**config.mk**
```make
export PLATFORM = sky130hd
export DESIGN_NAME = ascon_ctrl_fsm
export DESIGN_NICKNAME = d
export VERILOG_FILES = /design/src/rtl/ascon_ctrl_fsm.sv
export SDC_FILE = /design/constraint.sdc
export NUM_CORES = 1
export LEC_CHECK = 0
export BUFFER_PORTS_ARGS = -buffer_cell sky130_fd_sc_hd__buf_2
export CELL_PAD_IN_SITES_DETAIL_PLACEMENT = 0
export CELL_PAD_IN_SITES_GLOBAL_PLACEMENT = 1
export CORE_AREA = 2 2 205 207
export CTS_CLUSTER_DIAMETER = 80
export CTS_CLUSTER_SIZE = 20
export DETAILED_ROUTE_END_ITERATION = 12
export DIE_AREA = 0 0 207 209
export MAX_ROUTING_LAYER = met4
export PLACE_DENSITY = 0.7
export SLEW_MARGIN = 30
export SYNTH_ARGS = -nofsm -noshare
export SYNTH_HDL_FRONTEND = slang
export SYNTH_SLANG_ARGS = --single-unit
```
**constraint.sdc**
```tcl
create_clock -name clock_i -period 4.3 [get_ports clock_i]
set_clock_uncertainty 0.1 [all_clocks]
set_input_delay 0.43 -clock clock_i [delete_from_list [all_inputs] [get_ports clock_i]]
set_output_delay 0.43 -clock clock_i [all_outputs]
set_load 0.005 [all_outputs]
```
**src/rtl/ascon_ctrl_fsm.sv**
```systemverilog
// Control sequencer for a one-round-per-clock ASCON-128 encryption datapath.
// Walks init, AD, plaintext and finalisation permutations; drives round index, enables and XOR operands.
module ascon_ctrl_fsm #(
  parameter int unsigned NB_AD_BLOCKS = 1,
  parameter int unsigned NB_PT_BLOCKS = 3
) (
  input  logic         clock_i,
  input  logic         reset_i,
  input  logic         start_i,
  input  logic [127:0] key_i,
  input  logic [63:0]  block_i,
  input  logic         block_valid_i,
  output logic         block_ready_o,
  output logic         select_o,
  output logic [3:0]   roundp_o,
  output logic         ena_reg_o,
  output logic         ena_xor_up_o,
  output logic [63:0]  data_xor_up_o,
  output logic         ena_xor_down_o,
  output logic [255:0] data_xor_down_o,
  output logic         ena_cipher_o,
  output logic         tag_valid_o,
  output logic         busy_o,
  output logic         done_o
);

  localparam int unsigned RW    = 4;
  localparam int unsigned BW    = 64;
  localparam int unsigned KW    = 128;
  localparam int unsigned DW    = 256;
  localparam int unsigned AD_CW = $clog2(NB_AD_BLOCKS + 1);
  localparam int unsigned PT_CW = $clog2(NB_PT_BLOCKS + 1);

  localparam logic [RW-1:0] ROUND_FIRST_A = RW'(0);
  localparam logic [RW-1:0] ROUND_FIRST_B = RW'(6);
  localparam logic [RW-1:0] ROUND_LAST    = RW'(11);

  typedef enum logic [2:0] {
    IDLE, INIT, WAIT_AD, AD, WAIT_PT, PT, FINAL, DONE
  } state_t;

  state_t           state_q, state_d;
  logic [RW-1:0]    rcnt_q, rcnt_d;
  logic [AD_CW-1:0] ad_cnt_q, ad_cnt_d;
  logic [PT_CW-1:0] pt_cnt_q, pt_cnt_d;
  logic [KW-1:0]    key_q, key_d;

  logic last_ad_done;
  logic last_pt_next;

  // last_pt_next: the next plaintext block to arrive is the final one
  assign last_ad_done = (ad_cnt_q == AD_CW'(NB_AD_BLOCKS));
  assign last_pt_next = (pt_cnt_q == PT_CW'(NB_PT_BLOCKS - 1));

  // State and counter registers
  always_ff @(posedge clock_i) begin
    if (reset_i) begin
      state_q  <= IDLE;
      rcnt_q   <= '0;
      ad_cnt_q <= '0;
      pt_cnt_q <= '0;
      key_q    <= '0;
    end else begin
      state_q  <= state_d;
      rcnt_q   <= rcnt_d;
      ad_cnt_q <= ad_cnt_d;
      pt_cnt_q <= pt_cnt_d;
      key_q    <= key_d;
    end
  end

  // Next-state and Mealy control outputs
  always_comb begin
    state_d         = state_q;
    rcnt_d          = rcnt_q;
    ad_cnt_d        = ad_cnt_q;
    pt_cnt_d        = pt_cnt_q;
    key_d           = key_q;
    block_ready_o   = 1'b0;
    select_o        = 1'b0;
    roundp_o        = '0;
    ena_reg_o       = 1'b0;
    ena_xor_up_o    = 1'b0;
    data_xor_up_o   = '0;
    ena_xor_down_o  = 1'b0;
    data_xor_down_o = '0;
    ena_cipher_o    = 1'b0;
    tag_valid_o     = 1'b0;
    busy_o          = (state_q != IDLE);
    done_o          = 1'b0;

    case (state_q)
      IDLE: begin
        if (start_i) begin
          select_o  = 1'b1;
          roundp_o  = ROUND_FIRST_A;
          ena_reg_o = 1'b1;
          key_d     = key_i;
          rcnt_d    = RW'(1);
          state_d   = INIT;
        end
      end

      INIT, FINAL: begin
        roundp_o  = rcnt_q;
        ena_reg_o = 1'b1;
        rcnt_d    = rcnt_q + RW'(1);
        if (rcnt_q == ROUND_LAST) begin
          ena_xor_down_o  = 1'b1;
          data_xor_down_o = {(DW - KW)'(0), key_q};
          rcnt_d          = '0;
          if (state_q == INIT) begin
            state_d = WAIT_AD;
          end else begin
            ad_cnt_d = '0;
            pt_cnt_d = '0;
            state_d  = DONE;
          end
        end
      end

      WAIT_AD: begin
        block_ready_o = 1'b1;
        if (block_valid_i) begin
          ena_reg_o     = 1'b1;
          ena_xor_up_o  = 1'b1;
          data_xor_up_o = block_i;
          roundp_o      = ROUND_FIRST_B;
          ad_cnt_d      = ad_cnt_q + AD_CW'(1);
          rcnt_d        = ROUND_FIRST_B + RW'(1);
          state_d       = AD;
        end
      end

      AD: begin
        roundp_o  = rcnt_q;
        ena_reg_o = 1'b1;
        rcnt_d    = rcnt_q + RW'(1);
        if (rcnt_q == ROUND_LAST) begin
          rcnt_d = '0;
          if (last_ad_done) begin
            // Domain separation, merged with the key pre-XOR when only one PT block exists
            ena_xor_down_o  = 1'b1;
            data_xor_down_o = {(last_pt_next ? key_q : KW'(0)), BW'(0), BW'(1)};
            state_d         = WAIT_PT;
          end else begin
            state_d = WAIT_AD;
          end
        end
      end

      WAIT_PT: begin
        block_ready_o = 1'b1;
        if (block_valid_i) begin
          ena_reg_o     = 1'b1;
          ena_xor_up_o  = 1'b1;
          data_xor_up_o = block_i;
          ena_cipher_o  = 1'b1;
          pt_cnt_d      = pt_cnt_q + PT_CW'(1);
          if (last_pt_next) begin
            roundp_o = ROUND_FIRST_A;
            rcnt_d   = RW'(1);
            state_d  = FINAL;
          end else begin
            roundp_o = ROUND_FIRST_B;
            rcnt_d   = ROUND_FIRST_B + RW'(1);
            state_d  = PT;
          end
        end
      end

      PT: begin
        roundp_o  = rcnt_q;
        ena_reg_o = 1'b1;
        rcnt_d    = rcnt_q + RW'(1);
        if (rcnt_q == ROUND_LAST) begin
          if (last_pt_next) begin
            ena_xor_down_o  = 1'b1;
            data_xor_down_o = {key_q, KW'(0)};
          end
          rcnt_d  = '0;
          state_d = WAIT_PT;
        end
      end

      DONE: begin
        tag_valid_o = 1'b1;
        done_o      = 1'b1;
        state_d     = IDLE;
      end

      default: state_d = IDLE;
    endcase

    // Outputs are held quiet while reset is asserted
    if (reset_i) begin
      block_ready_o   = 1'b0;
      select_o        = 1'b0;
      roundp_o        = '0;
      ena_reg_o       = 1'b0;
      ena_xor_up_o    = 1'b0;
      data_xor_up_o   = '0;
      ena_xor_down_o  = 1'b0;
      data_xor_down_o = '0;
      ena_cipher_o    = 1'b0;
      tag_valid_o     = 1'b0;
      busy_o          = 1'b0;
      done_o          = 1'b0;
    end
  end

endmodule
```
==> impl_metrics.csv <==
group,metric,value,unit
route,drtIter0Drc,407,
global_route,grt_max_degree,80,
timing,clock.fmax,295.9,MHz
clock_tree,cts_setup_buffers,0,
timing,fin_crit,3.379,ns
clock_tree,clk_path_buf_depth,2,
route,wl_met2,16460,um
logic_synthesis,synthArstFlopShare,0,%
worst_setup_path,crit_slowest_cell,"dfxtp_1",
global_route,grt_pass1_wl,46440,um
worst_setup_path,path_max_fanout,76,
clock_tree,tritoncts,"yes",
timing,fin_crit_sh,78.59,%
run,drv_cap,0,
route,dr.pass1.iters,5,
logic_synthesis,ys_warn_count,0,
run_status,outcome,"completed",
floorplanning,die_h,209,um
worst_setup_path,end_kind,"output pin",
finish,seqCellArea,0.002763,mm2
placed_design,place_congestion,0.8610,
floorplanning,rows,75,
worst_setup_path,reg2regPathDepth,4,
logic_synthesis,netlist_instances,1050,
route,wl,30980,um
route,drt-vias-per-instance,4.200,
logic_synthesis,yosys.area.top_type,"dfxtp_1",
route,dr.max_layer_used,"met4",
placed_design,place_hpwl,23800,um
logic_synthesis,synth-seq-cells,138,
logic_synthesis,synth_top_area_share,36.45,%
clock_tree,postCtsHoldBufs,0,
pwr,leakage,0.005982,uW
min_path,hold_class,"input port to flip-flop",
finish,area_growth,46.76,%
route,routedWlPerCell,15.00,um
timing,finalMaxSlewViolations,0,
logic_synthesis,ys_types,45,
clock_tree,cts_sinks,138,
global_route,grt_antenna_before_repair,3,
placed_design,port_buffers,528,
pwr,p_per_area,328.4,mW/mm2
logic_synthesis,syn-cell-area,0.007579,mm2
floorplanning,die_area,0.04326,mm2
finish,nets,1710,
logic_synthesis,synthTopCellsByArea,"dfxtp_1 36%, and2_1 21%, nand2_1 13%, a21oi_1 9.2%, and3_1 5.5%",
global_route,grt_pass1_vias,8081,
route,wl_met3,2022,um
logic_synthesis,synth-edff-count,0,
worst_setup_path,max_stage_delay,0.71,ns
placed_design,place_inst,2032,
clock_tree,clkTransAtPathRegs,0.07,ns
worst_setup_path,worstSetupPathType,"flip-flop to output pin",
finish,fin_cells,2065,
min_path,holdPathEnd,"key_q[53]",
worst_setup_path,required,3.77,ns
timing,rsz0062_at_grt,"no",
clock_tree,cts-resized-gates,0,
worst_setup_path,critPathArrivalTime,2.85,ns
global_route,grt-ovfl-total,0,
finish,drive_above_1_share,37.90,%
clock_tree,clock-root-buffer,"clkbuf_16",
min_path,worstHoldPathCells,3,
worst_setup_path,reg2reg_slack,1.82,ns
global_route,track_usage,14.31,%
timing,finalSetupViolCount,0,
logic_synthesis,synth_seq_area_share,36.45,%
logic_synthesis,synthFlopType,"dfxtp_1",
floorplanning,start_util,18.35,%
route,ant_nets,0,
worst_setup_path,reg2reg_to,"key_q[111]",
clock_tree,cts_buffers,17,
floorplanning,ioPinCount,529,
finish,fillCellCount,4561,
pwr,vdd_ir_drop_max,0.0001869,V
clock_tree,clock_latency,0.45,ns
logic_synthesis,synth_nets,1248,
route,wl_met1,11610,um
timing,tightest_slew,0.9033,ns
finish,multi_input_comb_area,0.004292,mm2
floorplanning,coreArea,0.04129,mm2
floorplanning,die_w,207,um
route,via_count,8673,
logic_synthesis,syn_area_per_cell,7.218,um2
worst_setup_path,path_cells,"nand2_1 -> o22ai_1 -> and3_4 -> buf_12 -> and2_1 -> buf_2",
route,drc,0,
timing,setup_tns,0,ns
min_path,hold_start,"key_i[53]",
worst_setup_path,regToRegStartpoint,"state_q[0]",
timing,hold_viol,0,
clock_tree,htreeDepth,4,
timing,max_slew_margin,39.78,%
worst_setup_path,worst_setup_path_start_kind,"flip-flop",
cells in the mapped netlist, types with 2 or more instances:
library cell and count:
ha_1 2, a211o_1 2, nand3_1 7, mux2i_1 6, a31oi_1 2, buf_6 15, buf_4 4, nand2_1 263
and3_1 67, a211oi_1 2, o22ai_1 3, xnor2_1 2, nand2b_1 4, a21oi_1 140, buf_2 21, inv_1 7
clkbuf_2 3, o21ai_0 5, clkbuf_1 51, nor3_1 7, nor2b_1 5, and2_1 257, dfxtp_1 138, nor2_1 16
how the worst max path moves through the flow:
stage               startpoint              endpoint  slack (ns)  cells past startpoint
finish              state_q[2]   data_xor_down_o[73]        0.92                      6
CTS                 state_q[2]   data_xor_down_o[67]        0.88                      6
global route        state_q[2]  data_xor_down_o[102]        0.62                      6
floorplan            rcnt_q[1]  data_xor_down_o[225]        2.18                      7
detailed placement  state_q[2]   data_xor_down_o[67]        1.41                      6
global placement    state_q[2]   data_xor_down_o[67]        1.53                      6
routing by layer:
| layer | up-vias | track usage (%) |
|---|---|---|
| met3 | 34 | 3.517 |
| met5 | - | - |
| li1 | 4304 | - |
| met2 | 398 | 25.99 |
| met4 | 0 | 6.010 |
| met1 | 3937 | 14.67 |
cell families after synthesis:
| group | count (synthesis) | synth area share (%) |
|---|---|---|
| adders and majority gates | 2 | 0.3301 |
| muxes | 6 | 0.7925 |
| xor gates and xnor gates | 2 | 0.2312 |
| buffers and inverters | 102 | 7.132 |
| DFF | 138 | 36.45 |
| and+or+nand+nor | 636 | 43.49 |
| AOI/OAI and AO/OA | 164 | 11.57 |
sequential cells by signal, indices dropped and copies added, names as in the netlist:
register  count
ad_cnt_q      1
key_q       128
pt_cnt_q      2
rcnt_q        4
state_q       3
power breakdown:
group          total, uW  switching, uW  internal (uW)  leakage, uW
registers           1530            120           1410      0.00113
clock network       1540            602            937     0.000296
logic                585            360            225      0.00455
layout by cell type (no fill, tap or decap), types with 7 or more instances in the layout:
cell / instances
inv_1: 7
clkbuf_16: 17
nand3_1: 7
and3_1: 66
buf_2: 526
and2_1: 256
nor2_1: 16
buf_4: 9
a21oi_1: 140
nand2_1: 263
dfxtp_1: 138
final cells by class:
type,instances,share of cell area (%)
Inverter,7,0.2362
Sequential cell,138,24.84
Multi-Input combinational cell,810,38.59
Clock inverter,12,1.327
Tap cell,539,6.064
Timing Repair Buffer,538,24.82
Antenna cell,1,0.02250
Clock buffer,20,4.106
through the flow:
| step | cell area, um2 | utilization [%] | hold slack [ns] | setup slack [ns] | power, uW |
|---|---|---|---|---|---|
| 3_5_place_dp | 10510 | 25.46 | 0.3538 | 1.408 | 2157 |
| 3_3_place_gp | 10510 | 25.46 | 0.3476 | 1.529 | 2141 |
| 2_1_floorplan | 7579 | - | 0.3401 | 2.179 | 1915 |
| 6_report | 11120 | 26.94 | 0.1017 | 0.9208 | 3653 |
| 4_1_cts | 11120 | 26.92 | 0.06619 | 0.8786 | 3726 |
| 5_1_grt | 11120 | 26.94 | 0.08166 | 0.6216 | 3862 |
worst max-delay path: cells and delay by family (launching register included):
| kind | cells | cell delay (ns) |
|---|---|---|
| buffers and inverters | 2 | 0.41 |
| flip-flops | 1 | 0.71 |
| AO/OA/AOI/OAI | 1 | 0.22 |
| AND/OR/NAND/NOR | 3 | 0.95 |
(Power assumes the default switching activity.)
